**src/rtl/ibus_fetch_bridge_pkg.sv**
```systemverilog
// Shared bus definitions for the instruction-fetch path.
// Provides the CPU fetch request/response structs, the memory-side
// request/response structs, transfer size/length encodings and burst codes.
package ibus_fetch_bridge_pkg;

  typedef enum logic [2:0] {
    MSIZE1 = 3'd0,
    MSIZE2 = 3'd1,
    MSIZE4 = 3'd2,
    MSIZE8 = 3'd3
  } msize_t;

  // Beat count minus one, AXI style
  typedef enum logic [3:0] {
    MLEN1  = 4'd0,
    MLEN2  = 4'd1,
    MLEN4  = 4'd3,
    MLEN8  = 4'd7,
    MLEN16 = 4'd15
  } mlen_t;

  localparam logic [1:0] AXI_BURST_FIXED = 2'b00;
  localparam logic [1:0] AXI_BURST_INCR  = 2'b01;
  localparam logic [1:0] AXI_BURST_WRAP  = 2'b10;

  typedef struct packed {
    logic        valid;
    logic [63:0] addr;
  } ibus_req_t;

  typedef struct packed {
    logic        addr_ok;
    logic        data_ok;
    logic [31:0] data;
  } ibus_resp_t;

  typedef struct packed {
    logic        valid;
    logic        is_write;
    msize_t      size;
    logic [63:0] addr;
    logic [7:0]  strobe;
    logic [63:0] data;
    mlen_t       len;
    logic [1:0]  burst;
  } cbus_req_t;

  typedef struct packed {
    logic        ready;
    logic        last;
    logic [63:0] data;
  } cbus_resp_t;

endpackage

```
**src/rtl/ibus_fetch_bridge.sv**
```systemverilog
// ibus_fetch_bridge: bridges CPU instruction fetches onto the memory bus
// through a one-entry line buffer holding a single aligned doubleword.
// Ports:
//   clk    - clock, all state updates on posedge
//   resetn - asynchronous active-low reset
//   ireq   - CPU fetch request (valid, addr)
//   iresp  - CPU fetch response (addr_ok, data_ok, data); combinational on hit
//   creq   - memory-side read request, held stable while fetching
//   cresp  - memory-side response (ready, last, data)
//   flush  - invalidates the line buffer (fence.i / redirect)
module ibus_fetch_bridge
  import ibus_fetch_bridge_pkg::*;
(
  input  logic       clk,
  input  logic       resetn,
  input  ibus_req_t  ireq,
  output ibus_resp_t iresp,
  output cbus_req_t  creq,
  input  cbus_resp_t cresp,
  input  logic       flush
);

  typedef enum logic {
    IDLE  = 1'b0,
    FETCH = 1'b1
  } state_t;

  state_t      state;
  state_t      next_state;
  logic        buf_valid;
  logic [60:0] buf_tag;
  logic [63:0] buf_data;
  logic [60:0] fetch_tag;
  logic        flush_pending;
  logic        hit;
  logic        fill_done;

  // Byte offset within the word is meaningless for 32-bit instruction fetch
  logic unused_addr_lsb;
  assign unused_addr_lsb = &{1'b0, ireq.addr[1:0]};

  // Hit detection, next-state selection and response/request generation
  always_comb begin
    hit        = 1'b0;
    fill_done  = 1'b0;
    next_state = state;
    iresp      = '0;
    creq       = '0;

    hit = (state == IDLE) && ireq.valid && buf_valid &&
          (ireq.addr[63:3] == buf_tag) && !flush;
    fill_done = (state == FETCH) && cresp.ready && cresp.last;

    case (state)
      IDLE: begin
        if (ireq.valid && !hit && !flush) begin
          next_state = FETCH;
        end else begin
          next_state = IDLE;
        end
      end
      FETCH: begin
        // A redirect of ireq.addr does not abort the bus transaction
        if (fill_done) begin
          next_state = IDLE;
        end else begin
          next_state = FETCH;
        end
      end
      default: next_state = IDLE;
    endcase

    if (hit) begin
      iresp.addr_ok = 1'b1;
      iresp.data_ok = 1'b1;
      iresp.data    = ireq.addr[2] ? buf_data[63:32] : buf_data[31:0];
    end else begin
      iresp = '0;
    end

    if (state == FETCH) begin
      creq.valid    = 1'b1;
      creq.is_write = 1'b0;
      creq.size     = MSIZE8;
      creq.addr     = {fetch_tag, 3'b000};
      creq.strobe   = 8'h00;
      creq.data     = 64'h0;
      creq.len      = MLEN1;
      creq.burst    = AXI_BURST_FIXED;
    end else begin
      creq = '0;
    end
  end

  // State register, line buffer, fetch address and pending-flush tracking
  always_ff @(posedge clk or negedge resetn) begin
    if (!resetn) begin
      state         <= IDLE;
      buf_valid     <= 1'b0;
      buf_tag       <= 61'h0;
      buf_data      <= 64'h0;
      fetch_tag     <= 61'h0;
      flush_pending <= 1'b0;
    end else begin
      state <= next_state;
      case (state)
        IDLE: begin
          flush_pending <= 1'b0;
          if (flush) begin
            buf_valid <= 1'b0;
          end
          if (next_state == FETCH) begin
            fetch_tag <= ireq.addr[63:3];
          end
        end
        FETCH: begin
          if (fill_done) begin
            buf_data      <= cresp.data;
            buf_tag       <= fetch_tag;
            // A flush seen at any point of the fetch leaves the data unusable
            buf_valid     <= !(flush || flush_pending);
            flush_pending <= 1'b0;
          end else if (flush) begin
            flush_pending <= 1'b1;
          end
        end
        default: begin
          flush_pending <= 1'b0;
        end
      endcase
    end
  end

endmodule

```
**config.mk**
```make
export PLATFORM = sky130hd
export DESIGN_NAME = ibus_fetch_bridge
export DESIGN_NICKNAME = d
export VERILOG_FILES = /design/src/rtl/ibus_fetch_bridge_pkg.sv /design/src/rtl/ibus_fetch_bridge.sv
export SDC_FILE = /design/constraint.sdc
export NUM_CORES = 1
export LEC_CHECK = 0
export CAP_MARGIN = 30
export CELL_PAD_IN_SITES_DETAIL_PLACEMENT = 1
export CELL_PAD_IN_SITES_GLOBAL_PLACEMENT = 1
export CORE_ASPECT_RATIO = 1.75
export CORE_MARGIN = 2
export CORE_UTILIZATION = 34
export CTS_CLUSTER_DIAMETER = 40
export DETAILED_ROUTE_END_ITERATION = 10
export PLACE_DENSITY = 0.89
export SLEW_MARGIN = 20
export SYNTH_ARGS = -nofsm -noshare
export SYNTH_HDL_FRONTEND = slang
export SYNTH_SLANG_ARGS = --single-unit
```
**constraint.sdc**
```tcl
create_clock -name clk -period 2.4 [get_ports clk]
set_input_delay 0.48 -clock clk [delete_from_list [all_inputs] [get_ports clk]]
set_output_delay 0.48 -clock clk [all_outputs]
set_load 0.01 [all_outputs]
```
# ---- Word-level counts from Yosys, hierarchy flattened
# Index checks and enable logic that the tools add are counted.
dict set report totals {
  register_bits 189
  input_bits 134
  output_inout_bits 181
  word_cells 38
}
dict set report op_classes {
  eq_ne 4
  mux 12
  bitwise_logic 1
  n_reduce_logical 15
}
# op count
set op_table {}
lappend op_table {{$mux 147} 1}
lappend op_table {{$eq 61x61->1} 1}
lappend op_table {{$mux 34} 1}
lappend op_table {{$mux 32} 1}
lappend op_table {{$logic_and 1x1->1} 8}
lappend op_table {{$mux 1} 6}
lappend op_table {{$pmux 1 s2} 3}
lappend op_table {{$reduce_and 2->1} 3}
lappend op_table {{$logic_not 1->1} 3}
lappend op_table {{$ne 3x2->1 const B} 1}
lappend op_table {{$ne 2x1->1 const B} 1}
lappend op_table {{$ne 2x2->1 const B} 1}
lappend op_table {{$logic_or 1x1->1} 1}
lappend op_table {{$not 1->1} 1}

# ---- Depth between registers and ports, before layout
dict set report logic_depth {
  depth_word 11
  depth_mapped 9
  ltp_nobuf 6
}

# ---- Worst setup path before layout
# Ideal clock, no wire load.
dict set report synth_timing {
  path_kind {input port to output port}
  start {input ireq[15] in the netlist's numbering}
  end {output iresp[10] in the netlist's numbering}
  t_arrival_ps 1821
  required_time_ps 1920
  slack_ps 99
  stages 8
  path_buffers 2
  path_cell_list {xnor2_1 > nand4_1 > nor4_1 > nand2_1 > nand4bb_1 > clkbuf_1 > clkbuf_1 > nor2_1}
}
# item line
set synth_rtl {}
lappend synth_rtl {{start, declared} ibus_fetch_bridge.sv:16} ;# input ibus_req_t ireq,
lappend synth_rtl {{end, declared} ibus_fetch_bridge.sv:17} ;# output ibus_resp_t iresp,

==> impl_summary.md <==
Run status
The run finished, with violations left. The checks that failed: setup timing.

Placed design
After legalization and detailed placement, the total HPWL measured 21500 um. The total cell area at the placement stage is 11900 um2. The placer congestion estimate is 0.827. The cell total after placement is between 1500 and 2000. The number of buffers inserted by port buffering is 229.

Routing
After the first detailed-routing iteration, the DRC count stood at 273. The detail route stage leaves a number of antenna-violating nets equal to 0. In the final routed layout, each cell accounts on average for between 20 and 25 um.

After detailed routing, the number of vias per cell comes to 4.66. The via count is 7608. The total wire length is about 33000 um. After detailed routing, the number of remaining DRC violations is 0. The iteration count of the initial detailed-routing pass is 4.

Synthesis
The mean instance size in the synthesized netlist is 9.44 um2. Counting flops and latches in the post-synthesis netlist gives 189. The synthesized netlist devotes 0.229% of its cell area to compound gates. Yosys attributes the largest share of cell area to sky130_fd_sc_hd__dfrtp_1 51%, sky130_fd_sc_hd__nand2_1 15%, sky130_fd_sc_hd__mux2_2 7.4%. The share of the yosys chip area belonging to registers is 50.8%. Of the total synthesized cell area, the portion taken by XOR and XNOR cells is under 10%. The post-synthesis instance area is 9310 um2. The post-synthesis cell type with the largest combined area is sky130_fd_sc_hd__dfrtp_1. The total number of yosys warnings is 0. After synthesis, the netlist uses 25 different library cells.

The simple-gate share of the synthesized area is between 20% and 30%. The synthesized-area fraction occupied by adder cells is 0%. The cell count after synthesis is 986.

The top cell type's share of synthesized area is 50.8%. The multiplexer fraction of the synthesized cell area is 10.8%. By area, the combinational part of the netlist is dominated by simple AND/OR/NAND/NOR gates.

Critical path
Along the worst path, the maximum fanout reaches 8. For the worst flop-to-flop path, the logic depth is 10. The startpoint type of the worst setup path is a flip-flop. Traced cell by cell, the critical path runs through xnor2_4, nand4_1, nor4_4, buf_4, nand2_2, nand4bb_4, buf_12, clkbuf_16, nor2_4, buf_6. Data on the critical path is required at its endpoint by 1.92 ns. The worst reg-to-reg setup slack is -0.34 ns. The start of the worst register-to-register path is buf_tag[11]. STA classifies the critical path endpoint as a primary output. The data arrival time at the worst-slack endpoint is 2.88 ns. The critical path's largest stage delay is 0.45 ns. The gate family responsible for the most delay along the worst path is simple AND/OR/NAND/NOR gates. Counting both buffers and inverters, the worst setup path holds a total of 4. The slowest stage of the critical path belongs to the cell sky130_fd_sc_hd__dfrtp_1. In this run the critical register-to-register path is captured at fetch_tag[3].

The worst setup path category is reg2out.

Run
The tool flagged a number of max-cap violations equal to 0.

Clocking
The later pin in the worst-skew pair is clocked with a latency of between 0.4 and 0.5 ns. The cell sitting at the root of the clock tree is a sky130_fd_sc_hd__clkbuf_16. After clock tree synthesis, the clock-pin slew on the worst setup and hold paths is around 0.070 ns. TritonCTS built the clock tree. The number of clock buffers inserted by TritonCTS is 17.

The number of H-tree levels is 4. The clock passes through at most 2 buffers. The number of clock sinks is 189.

Die
The row count is 80. From bottom edge to top edge, the die measures 223 um. The die covers 28800 um2. The count of boundary I/O pins is 315. The die is 129 um wide.

The area of the core is 27100 um2. The initial core utilization is 34.3%.

STA
The number of pins exceeding their max-slew limit in the final report was 0. The post-route clock period utilization is 140%. For this run, the top clock speed supported by timing is 298 MHz. For the final database, setup skew stands at 0.0128 ns. The aggregate negative setup slack is -48.89 ns. The post-route worst setup slack is -0.959 ns.

The final hold violation count is 0. Measured against its own limit, the worst slew margin works out to 65.9%. The time the worst path needs with I/O delays and setup is 3.36 ns. The actual transition at the worst max-transition pin is 0.512 ns. Setup violations remaining at the end of the flow were counted as 96. Setup repair after global routing could not meet its margin everywhere.

Power
The internal power contribution is 8.20 mW. After layout, the design draws a total of roughly 12 mW. The power dissipated by switching net loads is 4.07 mW. The switching power as a share of total power is 33.2%. Registers are responsible for 41.3% of the overall power. VDD sags by at most 0.512 mV. The share of total power dissipated in combinational logic is 34.7%.

The clock network fraction of total power is 24.0%. The total power divided by cell area is 904 nW/um2. The reported leakage power is roughly 7.2 nW.

Global routing
The largest net degree at the start of global routing is 61. The global-route usage over all layers is 22.0%. The initial antenna violation count is 8.

The first-pass GRT wire length is 47100 um. The remaining global-route overflow is 0. The number of global-route vias before repair is 8284.

Worst hold path
The count of cells along the worst hold path is 2. The min-delay analysis places its worst path in the category in2reg. The startpoint of the lowest-slack hold path is ireq[62]. The end of the worst hold path is fetch_tag[59].

Cells and area
The count of cells in the finished layout, fillers not included, comes to between 1500 and 2000. For this run, the post-layout net count is ~1400. The filler cell count is 2969. Of the cells placed in the final design, the portion with a size suffix greater than 1 is between 15 and 20%.

The synthesis-to-layout area growth is 45.8%. After routing the design area is approximately 14000 um2.
## cell families after synthesis
| logic type | after synthesis |
|---|---|
| mux | 93 |
| simple gates | 500 |
| buf+inv | 138 |
| other cells | 1 |
| xor+xnor | 61 |
| compound gates | 4 |
| flops | 189 |
## cell usage in the layout, fill, tap and decap left out, drive strengths merged
cell / n
nor3b: 1
bufinv: 3
clkbuf: 26
nand3: 2
diode: 8
and4: 2
dlygate4sd3: 1
mux2: 61
clkinv: 5
conb: 83
xor2: 12
nand2: 377
and3: 2
xnor2: 49
dlymetal6s2s: 43
and2: 61
inv: 3
dlygate4sd2: 8
o21ai: 3
nor4: 6
mux2i: 32
or3: 1
dfrtp: 189
clkinvlp: 1
nand4: 13
clkdlybuf4s50: 142
nor2: 34
buf: 94
nand4bb: 1
a31oi: 1
## worst max-delay path by stage
stage,from,endpoint,slack (ns),cells past startpoint
3_5_place_dp,ireq[14],iresp[18],-1.92,10
2_1_floorplan,ireq[15],iresp[10],0.1,8
6_report,buf_tag[11],iresp[30],-0.96,10
4_1_cts,buf_tag[2],iresp[4],-0.95,11
3_3_place_gp,ireq[14],iresp[4],-1.69,10
5_1_grt,ireq[52],iresp[30],-1.0,11
## metal layers
| layer | wire length, um | vias up | part of all wire, % | track usage [%] |
|---|---|---|---|---|
| met5 | 0 | - | 0 | 0 |
| met4 | 1750 | 0 | 5.3 | 13.0 |
| met3 | 1310 | 80 | 4.0 | 4.00 |
| met2 | 18400 | 264 | 56 | 41.7 |
| met1 | 11400 | 3814 | 35 | 21.7 |
| li1 | - | 3450 | - | - |
## power groups by stage
stage	clock (mW)	sequential (mW)	combinational [mW]
floorplan	0	4.83	2.13
global placement	0	4.96	3.70
detailed placement	0	5.07	3.82
CTS	3.01	5.04	4.22
global route	3.14	5.20	4.59
finish	2.94	5.07	4.26
## cell usage after synthesis (all sizes together)
master / number
mux2i: 32
mux2: 61
and2: 61
a31oi: 1
nor4: 6
nand2: 377
nand4bb: 1
xor2: 12
conb: 1
clkbuf: 39
o21ai: 3
xnor2: 49
or3: 1
dfrtp: 189
inv: 2
nor2: 34
buf: 97
nand3: 2
and4: 2
nand4: 13
nor3b: 1
and3: 2
## registers in the layout, summed over array words and instances, names as in the netlist
signal / count
state: 1
fetch_tag: 61
buf_valid: 1
flush_pending: 1
buf_tag: 61
buf_data: 64
## final cells by class
class	instances	area, um2	area share [%]
repair buffers	292	3220	23.8
clock buffers	22	454	3.35
flip-flops and latches	189	4730	34.9
inverters	2	7.51	0.0553
clock inverters	10	139	1.02
well taps	369	462	3.40
multi-input cells	741	4530	33.4
diodes	8	20.0	0.148
## timing repair
| item | 4_1_cts | 5_1_grt |
|---|---|---|
| endpoints found under the setup margin | 160 | 108 |
| hold buffers | 1 | 0 |
| pin swaps | 20 | 24 |
| gates cloned | 10 | 3 |
| endpoints found under the hold margin | 13 | 0 |
| resized for setup | 250 | 126 |
| setup buffers | 14 | 8 |
## per-stage QoR
stage	hold WS, ns	setup WS [ns]	util, %
after CTS	0.445	-0.948	48.5
after global placement	0.457	-1.69	43.9
final	0.352	-0.959	50.0
after floorplan	0.184	0.0991	-
after global routing	0.359	-0.996	50.0
after detailed placement	0.462	-1.92	43.9
Note: power is estimated with default switching activity, not from simulation.
